File: src/rtl/display_scan_scheduler.sv
// display_scan_scheduler
//
// Single-clock scan controller for a 4-digit multiplexed 7-segment display.
// A cycle counter divides each digit slot into a BLANK interval (all anodes
// off, to suppress ghosting) followed by a SHOW interval (one anode on). Slots
// are grouped into frames: 4 slots in score mode, 2 slots in timer mode. The
// mode can only change at a frame boundary, either after a minimum dwell
// (auto) or immediately when forced.
//
// Ports:
//   clock       system clock
//   reset       asynchronous, active-high reset
//   enable      scan enable; 0 blanks the anodes and freezes every counter
//   force_mode  00/11 auto alternate, 01 force score, 10 force timer
//   score_t1    team 1 score, BCD tens [7:4] / units [3:0]
//   score_t2    team 2 score, BCD tens [7:4] / units [3:0]
//   timer_bcd   timer, BCD tens [7:4] / units [3:0]
//   anodo       digit anodes, active-low, bit 3 = leftmost digit
//   digito      BCD digit for the shared segment decoder
//   mode        current mode, 0 = score, 1 = timer
//   frame_tick  one-cycle pulse on the last cycle of each frame
//   scan_state  debug view of the BLANK(0)/SHOW(1) state machine
//
// Handshake: this block has no valid/ready interfaces. Inputs are sampled
// level-wise; score/timer data is captured once per slot on its first cycle.
//
// All outputs are registered from the counter state, so each pin lags the
// counters by exactly one cycle.
module display_scan_scheduler #(
  parameter int DIV_DIGIT    = 50000,
  parameter int BLANK_CYCLES = 1000,
  parameter int MODE_SLOTS   = 2000
) (
  input  logic       clock,
  input  logic       reset,
  input  logic       enable,
  input  logic [1:0] force_mode,
  input  logic [7:0] score_t1,
  input  logic [7:0] score_t2,
  input  logic [7:0] timer_bcd,
  output logic [3:0] anodo,
  output logic [3:0] digito,
  output logic       mode,
  output logic       frame_tick,
  output logic       scan_state
);

  localparam int CW = (DIV_DIGIT > 1) ? $clog2(DIV_DIGIT) : 1;
  localparam int DW = (MODE_SLOTS > 0) ? $clog2(MODE_SLOTS + 1) : 1;

  localparam logic [CW-1:0] CYC_LAST  = CW'(DIV_DIGIT - 1);
  localparam logic [CW-1:0] CYC_BLANK = CW'(BLANK_CYCLES);
  localparam logic [DW-1:0] DWELL_MAX = DW'(MODE_SLOTS);

  localparam logic [0:0] ST_BLANK = 1'b0;
  localparam logic [0:0] ST_SHOW  = 1'b1;

  logic [CW-1:0] cyc_q;
  logic [1:0]    slot_q;
  logic [DW-1:0] dwell_q;
  logic          mode_q;
  logic [0:0]    state_q;

  logic          slot_end;
  logic          frame_end;
  logic [1:0]    last_slot;
  logic [CW-1:0] cyc_nxt;
  logic [1:0]    slot_nxt;
  logic [DW-1:0] dwell_inc;
  logic [DW-1:0] dwell_nxt;
  logic          mode_nxt;
  logic [0:0]    state_nxt;
  logic [3:0]    map_anode;
  logic [3:0]    map_digit;

  assign scan_state = state_q;

  assign slot_end  = (cyc_q == CYC_LAST);
  assign last_slot = mode_q ? 2'd1 : 2'd3;
  assign frame_end = slot_end && (slot_q == last_slot);
  assign cyc_nxt   = slot_end ? '0 : cyc_q + 1'b1;
  assign slot_nxt  = frame_end ? 2'd0 : (slot_end ? slot_q + 2'd1 : slot_q);
  assign dwell_inc = (dwell_q == DWELL_MAX) ? dwell_q : dwell_q + 1'b1;

  // State is a registered decode of the next cycle count, so it always agrees
  // with cyc_q: BLANK for the first BLANK_CYCLES cycles of a slot, SHOW after.
  assign state_nxt = (cyc_nxt >= CYC_BLANK) ? ST_SHOW : ST_BLANK;

  // Mode decision. The dwell used here already counts the slot that is ending,
  // so MODE_SLOTS slots in a mode are enough to trigger an auto toggle.
  always_comb begin
    mode_nxt  = mode_q;
    dwell_nxt = slot_end ? dwell_inc : dwell_q;
    if (frame_end) begin
      case (force_mode)
        2'b01:   mode_nxt = 1'b0;
        2'b10:   mode_nxt = 1'b1;
        default: if (dwell_inc >= DWELL_MAX) mode_nxt = ~mode_q;
      endcase
      if (mode_nxt != mode_q) dwell_nxt = '0;
    end
  end

  always_comb begin
    map_anode = 4'b1111;
    map_digit = 4'd0;
    case ({mode_q, slot_q})
      3'b000: begin map_anode = 4'b0111; map_digit = score_t1[7:4];  end
      3'b001: begin map_anode = 4'b1011; map_digit = score_t1[3:0];  end
      3'b010: begin map_anode = 4'b1101; map_digit = score_t2[7:4];  end
      3'b011: begin map_anode = 4'b1110; map_digit = score_t2[3:0];  end
      3'b100: begin map_anode = 4'b1011; map_digit = timer_bcd[7:4]; end
      3'b101: begin map_anode = 4'b1101; map_digit = timer_bcd[3:0]; end
      default: begin map_anode = 4'b1111; map_digit = 4'd0;          end
    endcase
  end

  always_ff @(posedge clock or posedge reset) begin
    if (reset) begin
      cyc_q      <= '0;
      slot_q     <= 2'd0;
      dwell_q    <= '0;
      mode_q     <= 1'b0;
      state_q    <= ST_BLANK;
      anodo      <= 4'b1111;
      digito     <= 4'd0;
      mode       <= 1'b0;
      frame_tick <= 1'b0;
    end else if (enable) begin
      cyc_q      <= cyc_nxt;
      slot_q     <= slot_nxt;
      dwell_q    <= dwell_nxt;
      mode_q     <= mode_nxt;
      state_q    <= state_nxt;
      anodo      <= (state_q == ST_SHOW) ? map_anode : 4'b1111;
      // Data is captured only on the first cycle of a slot so the digit stays
      // stable while its anode is lit.
      if (cyc_q == '0) digito <= map_digit;
      frame_tick <= frame_end;
      mode       <= mode_q;
    end else begin
      anodo      <= 4'b1111;
      frame_tick <= 1'b0;
    end
  end

endmodule

File: config.mk
export PLATFORM = sky130hd
export DESIGN_NAME = display_scan_scheduler
export DESIGN_NICKNAME = d
export VERILOG_FILES = /design/src/rtl/display_scan_scheduler.sv
export SDC_FILE = /design/constraint.sdc
export NUM_CORES = 1
export LEC_CHECK = 0
export ABC_AREA = 1
export BUFFER_PORTS_ARGS = -buffer_cell sky130_fd_sc_hd__buf_2
export CORE_ASPECT_RATIO = 1.25
export CORE_MARGIN = 4
export CORE_UTILIZATION = 40
export CTS_CLUSTER_SIZE = 16
export DETAILED_ROUTE_END_ITERATION = 10
export HOLD_SLACK_MARGIN = 0.12
export PLACE_DENSITY = 0.62
export RECOVER_POWER = 50
export SYNTH_ARGS = -nofsm -noshare
export SYNTH_HDL_FRONTEND = slang
export SYNTH_SLANG_ARGS = --single-unit
File: constraint.sdc
create_clock -name clock -period 1.55 [get_ports clock]
set_input_delay 0.2325 -clock clock [delete_from_list [all_inputs] [get_ports clock]]
set_output_delay 0.2325 -clock clock [all_outputs]
set_load 0.02 [all_outputs]
; ---- After elaboration in Yosys (flattened, before gate mapping)
; Index checks and enable logic that the tools add are counted.
; Widths: inputs -> output; s select.
[totals]
register_bits = 41
input_bits = 29
output_inout_bits = 11
wordCells = 52
[op_classes]
addsub = 3
magnitude_cmp = 2
eq_ne = 11
muxes = 17
n_bitwise = 1
reduce_logical = 9
[ops]
columns = op, n
row1 = $mux 11, 4
row2 = $pmux 4 s6, 1
row3 = $add 16x1->16 const B, 1
row4 = $eq 16x16->1 const B, 1
row5 = $ge 16x10->1 const B, 1
row6 = $logic_not 16->1, 1
row7 = $mux 16, 1
row8 = $pmux 4 s4, 1
row9 = $add 11x1->11 const B, 1
row10 = $eq 11x11->1 const B, 1
row11 = $ge 11x11->1 const B, 1
row12 = $mux 4, 2
row13 = $eq 3x2->1 const B, 2
row14 = $eq 3x3->1 const B, 2
row15 = $mux 2, 3
row16 = $reduce_and 2->1, 3
row17 = $mux 1, 4
row18 = $reduce_or 2->1, 2
row19 = $eq 3x1->1 const B, 1
row20 = $logic_not 3->1, 1
row21 = $add 2x1->2 const B, 1
row22 = $eq 2x1->1 const B, 1
row23 = $eq 2x2->1, 1
row24 = $eq 2x2->1 const B, 1
row25 = other kinds (5), 5

; ---- Depth between registers and ports, before layout
[depth]
depth_word = 9
depth_mapped = 16

; ---- Worst setup path before layout
; OpenSTA, ideal clock, no wires.
[synth_path]
kind = reg-to-reg
startpoint = register dwell_q[1]
endpoint = register dwell_q[3]
setup_time_ps = 113
arrival_ps = 1618
required_time_ps = 1437
setup_slack_ps = -181
stages_incl_launch_ff = 17
path_buffers = 0
cell_sequence = dfrtp_1 -> ha_1 -> nand2_1 -> nor2_2 -> nand2_1 -> nand2_1 -> nand2_2 -> nor2_4 -> nand3_2 -> nand2_1 -> nand2_1 -> nand2_1 -> nand2_2 -> nand2_4 -> nand3_2 -> nand2_1 -> inv_1
[synth_via]
elab_chain_len = 9
[synth_lines]
columns = element, line
row1 = from (decl), 60  ; logic [DW-1:0] dwell_q;
row2 = from (signal assigned), 132  ; dwell_q <= dwell_nxt;
row3 = $add 11x1->11 / $eq 11x11->1 (equally long branches), 83  ; assign dwell_inc = (dwell_q == DWELL_MAX) ? dwell_q : dwell_q + 1'b1;
row4 = $mux 11 (*), 83
row5 = $ge 11x11->1, 98  ; default: if (dwell_inc >= DWELL_MAX) mode_nxt = ~mode_q;
row6 = $mux 1, 98
row7 = $pmux 1 s2, 95  ; case (force_mode)
row8 = $mux 1, 94  ; if (frame_end) begin
row9 = $ne 1x1->1, 100  ; if (mode_nxt != mode_q) dwell_nxt = '0;
row10 = $mux 11, 100
row11 = $mux 11 (*), 94
; Mark *: on every way between the ends. The rest lies on a longest branch, timed or not. The select of a mux whose other input is x is not followed.
; A chain may end at the register's enable or synchronous reset.

; ---- Worst setup path after layout
[layout_path]
startpoint = register cyc_q[0]
endpoint = register state_q (netlist: scan_state)
[layout_via]
elab_chain_len = 4
[layout_lines]
columns = element, line
row1 = from (decl), 58  ; logic [CW-1:0] cyc_q;
row2 = from (signal assigned), 130  ; cyc_q <= cyc_nxt;
row3 = $add 16x1->16 / $eq 16x16->1 (equally long branches), "81, 78"
row4 = $mux 16 (*), 81  ; assign cyc_nxt = slot_end ? '0 : cyc_q + 1'b1;
row5 = $ge 16x10->1 (*), 87  ; assign state_nxt = (cyc_nxt >= CYC_BLANK) ? ST_SHOW : ST_BLANK;
row6 = $mux 1 (*), 87
row7 = to (signal assigned), 134  ; state_q <= state_nxt;
row8 = to (decl), 62  ; logic [0:0] state_q;
; Mark *: on every way between the ends. The rest lies on a longest branch, timed or not.

==> impl_metrics.toml <==
[status]
status = "finished with violations"
violations = "setup timing"

[critical_path]
max_stage_delay_ns = 0.43
worstSetupPathType = "reg -> reg"
end_kind = "flip-flop"
slowest_stage = "dfrtp_1"
cp.required_ns = 1.74
cp_data_arrival_time_ns = 2.08
cp.buffers_inverters = 3
worstSetupStartpointType = "flip-flop"
crit_chain = "ha_4 -> nand3_4 -> inv_2 -> nand3_2 -> inv_2 -> nand4_1 -> xor2_1 -> nand2_1 -> nor2_2 -> nand3_1 -> o22ai_1 -> inv_1"
r2r_slack_ns = -0.35
crit_fanout = 3
cp.depth = 12
cp_common_cell = "inv_2"
cp_top_family = "simple AND/OR/NAND/NOR gates"
reg2reg_depth = 12

[min_path]
min_path_cells = 3
hold_class = "in -> reg"

[die]
die_w_um = 82.1
rows = 33
die_h_um = 101
pin_count = 40
die_area_sq_um = 8260
start_util_pct = 41.6
core_area_sq_um = 6610

[route]
drt_wl_total_um = 8670
route.vias.total = 3035
ant_nets = 0
drc_errors = 0
via_per_inst = 4.97
first_pass_iters = 4
drtIter0Drc = 84
detail_route.wl_per_cell_um = 14.2

[place]
port_buffers = 39
dpl.cell_count = 578
gp_congestion = 0.888
placedInstanceArea_sq_um = 3580
pre_cts_ws_ns = -0.361
dp_hpwl_um = 5980

[sta]
setup_viol = 28
layout_setup_ws_ns = -0.346
period_share_pct = 122
hold_viol_final = 0
tightest_slew_ns = 0.587
layout_min_cycle_time_ns = 1.90
max_slew_margin_pct = 60.9
rsz0062_at_grt = "true"
skew_ns = 0.00838
fmax_mhz = 527
slew_viol_final = 0
fin_tns_setup_ns = -4.45

[synthesis]
syn_area_per_cell_sq_um = 7.09
synth_top_area_share_pct = 33.7
syn_inst = 387
ys_ff_latch = 41
synth_nets = 425
synth_cell_types = 35
synth_area_leader_cell = "dfrtp_1"
synthTopCellsByArea = "dfrtp_1 34%, nand2_1 16%, inv_1 6.6%"
syn_area_sq_um = 2750
yosys.cell_count.top_type = "nand2_1"
synth_edf_count = 0
synth_commonest_cells = "118 x nand2_1, 48 x inv_1, 37 x dfrtp_1, 31 x nor2_1, 27 x nand3_1"
ys_warn_count = 0
async_flop_share_pct = 100
ys_seq_area_share_pct = 37.6
synthFlopType = "dfrtp_1"

[power_and_ir_drop]
vdd_ir_drop_max_uv = 383
total_power_mw = 3.95
power_density_nw_per_um2 = 919
p_leak_nw = 2.14

[layout]
nets = 561
drive_gt1_share_pct = 46.9
antenna_cells = 0
areaGrowthSynthToFinish_pct = 56.5
fin_cells = 611
final_area_sq_um = 4300
nFillCells = 557

[clock_network]
cts_max_level = 2
cts_inserted_buffers = 5
clkLatencyLatePin_ns = 0.30
cts_buffer_depth = 2
clk_pin_slew_worst_paths_ns = 0.09
cts-root-buf = "clkbuf_8"
clock-sinks = 41
cts_tree = "built"

[grt]
grt.total_usage_pct = 20.5
grt_max_degree = 42
antenna_found_initial = 0
grt_pass1_vias = 2884
grt_pass1_wl_um = 13200
overflow = 0

[job]
drv_cap = 0
==> final timing paths <==
| kind | from | endpoint |
|---|---|---|
| worst max register to register | cyc_q[0] | scan_state |
| max in group asynchronous | reset | dwell_q[5] |
| worst min register to register | mode | mode |
| worst min-delay path | score_t1[5] | digito[1] |
| min in group asynchronous | reset | slot_q[1] |
| worst max-delay path | cyc_q[0] | scan_state |
==> state kept, by name, indices dropped and copies added, names as in the netlist <==
signal and cells:
mode_q 1, slot_q 2, scan_state 1, anodo 4
dwell_q 11, frame_tick 1, mode 1, cyc_q 16
digito 4
==> power breakdown <==
part / total, mW / internal (mW) / switching (mW)
Clock: 0.904 / 0.483 / 0.421
Sequential: 1.42 / 1.24 / 0.180
Combinational: 1.63 / 0.800 / 0.827
==> kinds of logic (layout without fill, tap and decap cells) <==
family | count (synthesis) | in the layout | synth area share [%]
simple gates | 217 | 217 | 35.9
buf+inv | 62 | 199 | 8.80
flops | 41 | 41 | 37.6
fa+ha+maj | 9 | 9 | 4.10
xor+xnor | 12 | 12 | 3.83
compound gates | 46 | 46 | 9.80
==> per-layer routing <==
layer / wire (um) / GRT usage, % / vias to the layer above / share of wire, %
met5: 0 / 0 / - / 0
met2: 4680 / 36.0 / 59 / 54
met3: 267 / 2.50 / 19 / 3.1
li1: - / - / 1523 / -
met4: 208 / 6.39 / 0 / 2.4
met1: 3510 / 25.7 / 1434 / 40
==> repair_timing <==
action                     in CTS  in global routing
hold endpoints to repair       37                  0
setup endpoints to repair      28                 31
hold buffers                    1                  0
buffers inserted               14                 14
gates resized for setup        59                 55
pin swaps                      27                 23
==> metrics by stage <==
stage               util, %  hold WS, ns
floorplan                 -        0.412
global placement       54.2        0.307
detailed placement     54.2        0.314
CTS                    60.9        0.205
global route           65.0        0.197
finish                 65.0        0.206
==> cell usage in the layout (no fill, tap or decap), drive strengths merged <==
master,synthesis,layout
nand3,30,30
a32o,1,1
o22ai,7,7
a21oi,4,4
clkbuf,3,6
dfrtp,37,37
o21ai,27,27
or2,2,2
o21a,1,1
dfstp,4,4
dlygate4sd3,0,1
buf,4,134
inv,52,52
nand4,15,15
a221oi,3,3
xor2,12,12
nor2,36,36
nor4,4,4
ha,9,9
nor3,5,5
clkinv,3,4
a211oi,1,1
o21bai,1,1
clkinvlp,0,1
o211ai,1,1
nand2,125,125
bufinv,0,1
==> layout make-up <==
class / instances / area (sq um) / share of cell area [%]
Tap cell: 87 / 109 / 2.53
Inverter: 55 / 215 / 5.01
Sequential cell: 41 / 1040 / 24.2
Timing Repair Buffer: 136 / 972 / 22.6
Clock buffer: 5 / 68.8 / 1.60
Clock inverter: 3 / 46.3 / 1.08
Multi-Input combinational cell: 284 / 1850 / 43.0
==> worst min-delay path, stage by stage <==
cell	delay (ns)
buf_2	0.08
a221oi_2	0.05
o21ai_1	0.11
(Power assumes the default switching activity.)
